## src/rtl/uarch_clr_sequencer_pkg.sv

```systemverilog
`default_nettype none
// ============================================================================
// Module   : uarch_clr_sequencer_pkg
// Brief    : State encoding, default constants and helpers for the clear sequencer.
// Revision : 1.0
// ============================================================================
package uarch_clr_sequencer_pkg;

    typedef enum logic [2:0] {
        UARCH_CLR_IDLE      = 3'd0,
        UARCH_CLR_ASSERT    = 3'd1,
        UARCH_CLR_WAIT_INIT = 3'd2,
        UARCH_CLR_NEXT      = 3'd3,
        UARCH_CLR_DONE      = 3'd4
    } uarch_clr_state_e;

    localparam int UARCH_CLR_HOLD    = 16;
    localparam int UARCH_CLR_TIMEOUT = 1024;

    // Index width with a floor of one bit so a single-domain build still has a port.
    function automatic int idx_width(input int n);
        return (n > 1) ? $clog2(n) : 1;
    endfunction

endpackage
`default_nettype wire

```

## src/rtl/uarch_clr_sequencer_if.sv

```systemverilog
`default_nettype none
// ============================================================================
// Module   : uarch_clr_sequencer_if
// Brief    : Start/clear/acknowledge bundle between flush control, sequencer and units.
// Revision : 1.0
// ============================================================================
interface uarch_clr_sequencer_if
    import uarch_clr_sequencer_pkg::*;
#(
    parameter int NUM_DOMAINS = 4
);
    localparam int c_IDX_W = idx_width(NUM_DOMAINS);

    logic                   start_i;
    logic [NUM_DOMAINS-1:0] domain_mask_i;
    logic [NUM_DOMAINS-1:0] init_done_i;
    logic [NUM_DOMAINS-1:0] clr_o;
    logic [c_IDX_W-1:0]     cur_domain_o;
    logic                   busy_o;
    logic                   done_o;
    logic                   timeout_o;

    modport master (
        output start_i, domain_mask_i, init_done_i,
        input  clr_o, cur_domain_o, busy_o, done_o, timeout_o
    );

    modport slave (
        input  start_i, domain_mask_i, init_done_i,
        output clr_o, cur_domain_o, busy_o, done_o, timeout_o
    );
endinterface
`default_nettype wire

```

## src/rtl/uarch_clr_sequencer_lzc.sv

```systemverilog
`default_nettype none
// ============================================================================
// Module   : uarch_clr_sequencer_lzc
// Brief    : Trailing-zero count: index of the lowest set bit, empty when all zero.
// Revision : 1.0
// ============================================================================
module uarch_clr_sequencer_lzc #(
    parameter int WIDTH = 4,
    parameter int CNT_W = 2
) (
    input  wire logic [WIDTH-1:0] in_i,
    output logic      [CNT_W-1:0] cnt_o,
    output logic                  empty_o
);
    always_comb begin
        cnt_o   = '0;
        empty_o = 1'b1;
        // Scan downward so the lowest set bit is the last one written.
        for (int i = WIDTH - 1; i >= 0; i--) begin
            if (in_i[i]) begin
                cnt_o   = CNT_W'(i);
                empty_o = 1'b0;
            end
        end
    end
endmodule
`default_nettype wire

```

## src/rtl/uarch_clr_sequencer.sv

```systemverilog
`default_nettype none
// ============================================================================
// Module   : uarch_clr_sequencer
// Brief    : Post-fence microarchitectural clear, one domain at a time, with
//            hold, init-done wait and timeout. UARCH_CLR_PARALLEL_EN clears
//            all masked domains together instead.
// Revision : 1.0
// ============================================================================
module uarch_clr_sequencer
    import uarch_clr_sequencer_pkg::*;
#(
    parameter int NUM_DOMAINS  = 4,
    parameter int HOLD_CYCLES  = UARCH_CLR_HOLD,
    parameter int INIT_TIMEOUT = UARCH_CLR_TIMEOUT
) (
    input wire logic             clk_i,
    input wire logic             rst_ni,
    uarch_clr_sequencer_if.slave bus
);
    localparam int c_IDX_W  = idx_width(NUM_DOMAINS);
    localparam int c_HOLD_W = $clog2(HOLD_CYCLES + 1);
    localparam int c_TO_W   = $clog2(INIT_TIMEOUT + 1);

    localparam logic [c_HOLD_W-1:0] c_HOLD_LAST = c_HOLD_W'(HOLD_CYCLES - 1);
    localparam logic [c_TO_W-1:0]   c_TO_LAST   = c_TO_W'(INIT_TIMEOUT - 1);

    localparam logic [2:0] c_ST_IDLE      = UARCH_CLR_IDLE;
    localparam logic [2:0] c_ST_ASSERT    = UARCH_CLR_ASSERT;
    localparam logic [2:0] c_ST_WAIT_INIT = UARCH_CLR_WAIT_INIT;
    localparam logic [2:0] c_ST_NEXT      = UARCH_CLR_NEXT;
    localparam logic [2:0] c_ST_DONE      = UARCH_CLR_DONE;

    logic [2:0]             r_state;
    logic [NUM_DOMAINS-1:0] r_mask;
    logic [c_IDX_W-1:0]     r_cur;
    logic [c_HOLD_W-1:0]    r_hold;
    logic [c_TO_W-1:0]      r_tmo;
    logic                   r_timeout;
    logic                   w_init_ok;

`ifdef UARCH_CLR_PARALLEL_EN
    localparam logic [2:0] c_ST_AFTER_WAIT = c_ST_DONE;

    assign w_init_ok = ((bus.init_done_i & r_mask) == r_mask);
`else
    localparam logic [2:0] c_ST_AFTER_WAIT = c_ST_NEXT;

    logic [NUM_DOMAINS-1:0] w_cur_oh;
    logic [NUM_DOMAINS-1:0] w_mask_rem;
    logic [NUM_DOMAINS-1:0] w_lzc_in;
    logic [c_IDX_W-1:0]     w_lzc_cnt;
    logic                   w_lzc_empty;

    assign w_cur_oh   = NUM_DOMAINS'(1) << r_cur;
    assign w_mask_rem = r_mask & ~w_cur_oh;
    // In IDLE the mask is not latched yet, so search the incoming one directly.
    assign w_lzc_in   = (r_state == c_ST_IDLE) ? bus.domain_mask_i : w_mask_rem;
    assign w_init_ok  = bus.init_done_i[r_cur];

    uarch_clr_sequencer_lzc #(
        .WIDTH (NUM_DOMAINS),
        .CNT_W (c_IDX_W)
    ) u_lzc (
        .in_i    (w_lzc_in),
        .cnt_o   (w_lzc_cnt),
        .empty_o (w_lzc_empty)
    );
`endif

    always_ff @(posedge clk_i or negedge rst_ni) begin
        if (!rst_ni) begin
            r_state   <= c_ST_IDLE;
            r_mask    <= '0;
            r_cur     <= '0;
            r_hold    <= '0;
            r_tmo     <= '0;
            r_timeout <= 1'b0;
        end else begin
            case (r_state)
                c_ST_IDLE: begin
                    if (bus.start_i) begin
                        r_mask    <= bus.domain_mask_i;
                        r_timeout <= 1'b0;
                        r_hold    <= '0;
                        r_tmo     <= '0;
`ifdef UARCH_CLR_PARALLEL_EN
                        r_state   <= (|bus.domain_mask_i) ? c_ST_ASSERT : c_ST_DONE;
`else
                        if (!w_lzc_empty) begin
                            r_cur   <= w_lzc_cnt;
                            r_state <= c_ST_ASSERT;
                        end else begin
                            r_state <= c_ST_DONE;
                        end
`endif
                    end
                end
                c_ST_ASSERT: begin
                    if (r_hold == c_HOLD_LAST) begin
                        r_hold  <= '0;
                        r_state <= c_ST_WAIT_INIT;
                    end else begin
                        r_hold  <= r_hold + 1'b1;
                    end
                end
                c_ST_WAIT_INIT: begin
                    if (w_init_ok) begin
                        r_tmo   <= '0;
                        r_state <= c_ST_AFTER_WAIT;
                    end else if (r_tmo == c_TO_LAST) begin
                        r_tmo     <= '0;
                        r_timeout <= 1'b1;
                        r_state   <= c_ST_AFTER_WAIT;
                    end else begin
                        r_tmo   <= r_tmo + 1'b1;
                    end
                end
`ifndef UARCH_CLR_PARALLEL_EN
                c_ST_NEXT: begin
                    r_mask <= w_mask_rem;
                    if (!w_lzc_empty) begin
                        r_cur   <= w_lzc_cnt;
                        r_state <= c_ST_ASSERT;
                    end else begin
                        r_state <= c_ST_DONE;
                    end
                end
`endif
                c_ST_DONE: r_state <= c_ST_IDLE;
                default:   r_state <= c_ST_IDLE;
            endcase
        end
    end

    // Outputs decode straight from state so an async reset drops them at once.
    always_comb begin
        bus.clr_o = '0;
        if (r_state == c_ST_ASSERT) begin
`ifdef UARCH_CLR_PARALLEL_EN
            bus.clr_o = r_mask;
`else
            bus.clr_o = w_cur_oh;
`endif
        end
    end

    assign bus.cur_domain_o = r_cur;
    assign bus.busy_o       = (r_state != c_ST_IDLE);
    assign bus.done_o       = (r_state == c_ST_DONE);
    assign bus.timeout_o    = r_timeout;

endmodule
`default_nettype wire

```

## src/flat_wrapper.sv

```systemverilog
// flat-port wrapper written by rule: the top's interface ports become plain ports
module uarch_clr_sequencer_flat import uarch_clr_sequencer_pkg::*;
#(
    parameter int NUM_DOMAINS  = 4,
    parameter int HOLD_CYCLES  = UARCH_CLR_HOLD,
    parameter int INIT_TIMEOUT = UARCH_CLR_TIMEOUT
)
  (clk_i, rst_ni, bus_start_i, bus_domain_mask_i, bus_init_done_i, bus_clr_o, bus_cur_domain_o, bus_busy_o, bus_done_o, bus_timeout_o);
  uarch_clr_sequencer_if #(.NUM_DOMAINS(NUM_DOMAINS)) bus_i ();
  input wire logic clk_i;
  input wire logic rst_ni;
  input wire logic [$bits(bus_i.start_i)-1:0] bus_start_i;
  input wire logic [$bits(bus_i.domain_mask_i)-1:0] bus_domain_mask_i;
  input wire logic [$bits(bus_i.init_done_i)-1:0] bus_init_done_i;
  output wire logic [$bits(bus_i.clr_o)-1:0] bus_clr_o;
  output wire logic [$bits(bus_i.cur_domain_o)-1:0] bus_cur_domain_o;
  output wire logic [$bits(bus_i.busy_o)-1:0] bus_busy_o;
  output wire logic [$bits(bus_i.done_o)-1:0] bus_done_o;
  output wire logic [$bits(bus_i.timeout_o)-1:0] bus_timeout_o;
  assign bus_i.start_i = bus_start_i;
  assign bus_i.domain_mask_i = bus_domain_mask_i;
  assign bus_i.init_done_i = bus_init_done_i;
  assign bus_clr_o = bus_i.clr_o;
  assign bus_cur_domain_o = bus_i.cur_domain_o;
  assign bus_busy_o = bus_i.busy_o;
  assign bus_done_o = bus_i.done_o;
  assign bus_timeout_o = bus_i.timeout_o;
  uarch_clr_sequencer #(.NUM_DOMAINS(NUM_DOMAINS), .HOLD_CYCLES(HOLD_CYCLES), .INIT_TIMEOUT(INIT_TIMEOUT)) u_core (.clk_i(clk_i), .rst_ni(rst_ni), .bus(bus_i));
endmodule
```

## config.mk

```make
export PLATFORM = sky130hd
export DESIGN_NAME = uarch_clr_sequencer_flat
export DESIGN_NICKNAME = d
export VERILOG_FILES = /design/src/rtl/uarch_clr_sequencer_pkg.sv /design/src/rtl/uarch_clr_sequencer_if.sv /design/src/rtl/uarch_clr_sequencer_lzc.sv /design/src/rtl/uarch_clr_sequencer.sv /design/src/flat_wrapper.sv
export SDC_FILE = /design/constraint.sdc
export NUM_CORES = 1
export LEC_CHECK = 0
export BUFFER_PORTS_ARGS = -buffer_cell sky130_fd_sc_hd__buf_4
export CAP_MARGIN = 20
export CORE_MARGIN = 2
export CORE_UTILIZATION = 41
export CTS_BUF_LIST = sky130_fd_sc_hd__clkbuf_4 sky130_fd_sc_hd__clkbuf_8
export DETAILED_ROUTE_END_ITERATION = 10
export PLACE_DENSITY_LB_ADDON = 0.05
export RECOVER_POWER = 50
export SLEW_MARGIN = 20
export SYNTH_ARGS = -nofsm -noshare
export SYNTH_HDL_FRONTEND = slang
export SYNTH_SLANG_ARGS = --single-unit
export TNS_END_PERCENT = 5
```

## constraint.sdc

```tcl
create_clock -name clk_i -period 2.1 [get_ports clk_i]
set_input_delay 0.105 -clock clk_i [delete_from_list [all_inputs] [get_ports clk_i]]
set_output_delay 0.105 -clock clk_i [all_outputs]
set_load 0.05 [all_outputs]
```

==> metrics.cfg <==
[outcome]
status = complete, no violations

[clock_tree]
cts_max_level = 1
clk_pin_slew_ns = 0.09
cts_resized = 0
cts_buffer_depth = 2
clkLatencyLatePin_ns = 0.27
cts_buffers = 3
cts_tree = built
clkSinkCount = 26
root_buffer = clkbuf_8

[die]
rows = 22
ioPinCount = 20
die_w_um = 65.1
fp.coreArea_mm2 = 0.00363
initial_core_util_pct = 42.1
die-area_mm2 = 0.00423
fp.dieH_um = 65.1

[setup_path]
r2r_setup_slack_ns = 0.1
r2r-end = u_core.r_state[0]
cp.required_ns = 2.23
reg2reg_depth = 5
crit_arrival_ns = 2.13
end_kind = flop
crit_type = flop to flop
crit_path_max_fanout = 9
start_kind = flop
regToRegStartpoint = u_core.bus.cur_domain_o[0]

[power]
powerDensity_mw_per_mm2 = 1470
finalPower_mw = 2.67
p_leak_nw = 0.786
peakVddDrop_mv = 0.658

[sta]
grt_setup_unrepaired = false
finalSetupViolCount = 0
worst_pin_slew_ns = 1.42
maxSlewHeadroom_pct = 5.50
finalCritPeriodShare_pct = 95.3
drv_slew = 0
whs_ns = 0.149
max_freq_ghz = 0.499
clock_skew_ns = 0.00520
finalCriticalPeriod_ns = 2.00
finalWorstSetupSlack_ns = 0.0978
final-hold-violation-count = 0

[finish]
mostFrequentLayoutCells = 26 x dfrtp_1, 22 x buf_4, 18 x nor2_1, 17 x nand2_1, 15 x o21ai_0
area_delta_synth_final_pct = 19.1
diodes = 0
fin_nets = 208
layout_commonest_cell = dfrtp_1
layout-drive-gt1-share_pct = 18.6

[synthesis]
synth_fa_ha_area_share_pct = 1.64
synthCells = 169
synth_area_mm2 = 0.00153
synth_xor_area_share_pct = 1.72
synth-edff-count = 0
synthSimpleGateAreaFrac_pct = 25.4
syn_nets = 182
yosysSeqAreaShare_pct = 42.6
synth-compound-area-share_pct = 20.0
ys_seq_elements = 26
synthFlopType = dfrtp_1
synth_cell_types = 42
muxShareOfSynthArea_pct = 4.99
async_flop_share_pct = 100
syn_area_per_cell_um2 = 9.05
ys_warn_count = 0
synth_top_family_by_area = simple AND/OR/NAND/NOR gates

[place]
dp_hpwl_um = 2390
portBuffers = 19
dp_slack_ns = 0.127
place_congestion = 0.813

[hold_path]
hold-path-endpoint = u_core.r_mask[3]
min_from = bus_domain_mask_i[3]
hold_depth = 3
min_path_type = primary input to flop

[route]
viasPerCell = 5.38
initialDrtViolationCount = 105
antenna_left = 0
drc = 0
dr.pass1.iters = 4
vias = 1303
wl_um = 3240
wl_per_cell_um = 13.4

[grt]
gr-total-overflow = 0
grt_pass1_vias = 1234
grt_pass1_wl_um = 5660
grt_usage_pct = 17.0
grt_start_max_net_pins = 27
antenna_found_initial = 0

[job]
drv_cap = 0

-- area by class of cell --
cell class / count / area (µm²)
fillers: 369 / 1810
multi-input cells: 131 / 827
flip-flops and latches: 26 / 651
repair buffers: 28 / 194
well taps: 48 / 60.1
clock buffers: 3 / 41.3
clock inverters: 1 / 30.0
inverters: 5 / 18.8
-- flip-flops by register name (all words and copies together) (netlist names) --
name / count
u_core.bus.cur_domain_o: 2
u_core.bus.timeout_o: 1
u_core.r_mask: 4
u_core.r_tmo: 11
u_core.r_hold: 5
u_core.r_state: 3
-- worst max-delay path: stages, from the launching register on --
cell	delay (ns)
dfrtp_1	0.39
mux4_2	0.53
or3_1	0.55
nor2_8	0.21
a211o_1	0.12
nand3_1	0.06
-- cells by family (layout without fill, tap and decap cells) --
family                   after synthesis  in the layout
buffers and inverters                 12             37
XOR/XNOR                               3              3
adder cells (fa/ha/maj)                2              2
multiplexers                           6              6
flip-flops                            26             26
AND/OR/NAND/NOR                       71             71
AO/OA/AOI/OAI                         49             49
-- cells in the mapped netlist (all sizes together) (3+ instances only) --
library cell	number	area, µm²
dfrtp	26	651
o21ai	20	100
nor2	19	87.6
nand2	17	63.8
a21oi	12	60.1
nor3	7	46.3
nand2b	6	37.5
nand3	6	30.0
inv	5	18.8
buf	4	26.3
clkbuf	3	11.3
mux2	3	33.8
nor2b	3	18.8
o21a	3	22.5
-- worst max path at each step --
stage,cells past startpoint,startpoint,slack (ns),end
after floorplan,6,u_core.bus.cur_domain_o[0],-0.05,u_core.r_state[0]
after global placement,5,u_core.bus.cur_domain_o[0],0.17,u_core.r_state[0]
after detailed placement,5,u_core.bus.cur_domain_o[0],0.13,u_core.r_state[0]
after CTS,5,u_core.bus.cur_domain_o[0],0.1,u_core.r_state[0]
after global routing,5,u_core.bus.cur_domain_o[0],0.01,u_core.r_state[0]
final,5,u_core.bus.cur_domain_o[0],0.1,u_core.r_state[0]
-- per-stage QoR --
step / area (µm²) / instances / setup TNS, ns / util (%)
after floorplan: 1530 / 169 / -0.0518 / -
after global placement: 1760 / 237 / 0 / 48.4
after detailed placement: 1760 / 237 / 0 / 48.4
after CTS: 1840 / 242 / 0 / 50.7
after global routing: 1820 / 242 / 0 / 50.1
final: 1820 / 242 / 0 / 50.1
-- repair_timing --
action | in CTS | in global routing
setup buffers | 0 | 0
hold buffers | 1 | 0
hold endpoints to repair | 26 | 0
-- metal layers --
metal  up-vias  GRT usage, %  part of all wire, %
li1        654             -                    -
met3         2          4.34                  4.6
met1       613          25.4                   51
met4         0          3.13                 0.34
met5         -             0                    0
met2        34          25.1                   44
-- power breakdown --
| group | total [mW] | switching, mW | leakage (nW) | internal [mW] |
|---|---|---|---|---|
| Sequential | 0.781 | 0.143 | 0.339 | 0.638 |
| Combinational | 1.48 | 0.902 | 0.411 | 0.574 |
| Clock | 0.418 | 0.163 | 0.0357 | 0.255 |
Note: power is estimated with default switching activity, not from simulation.
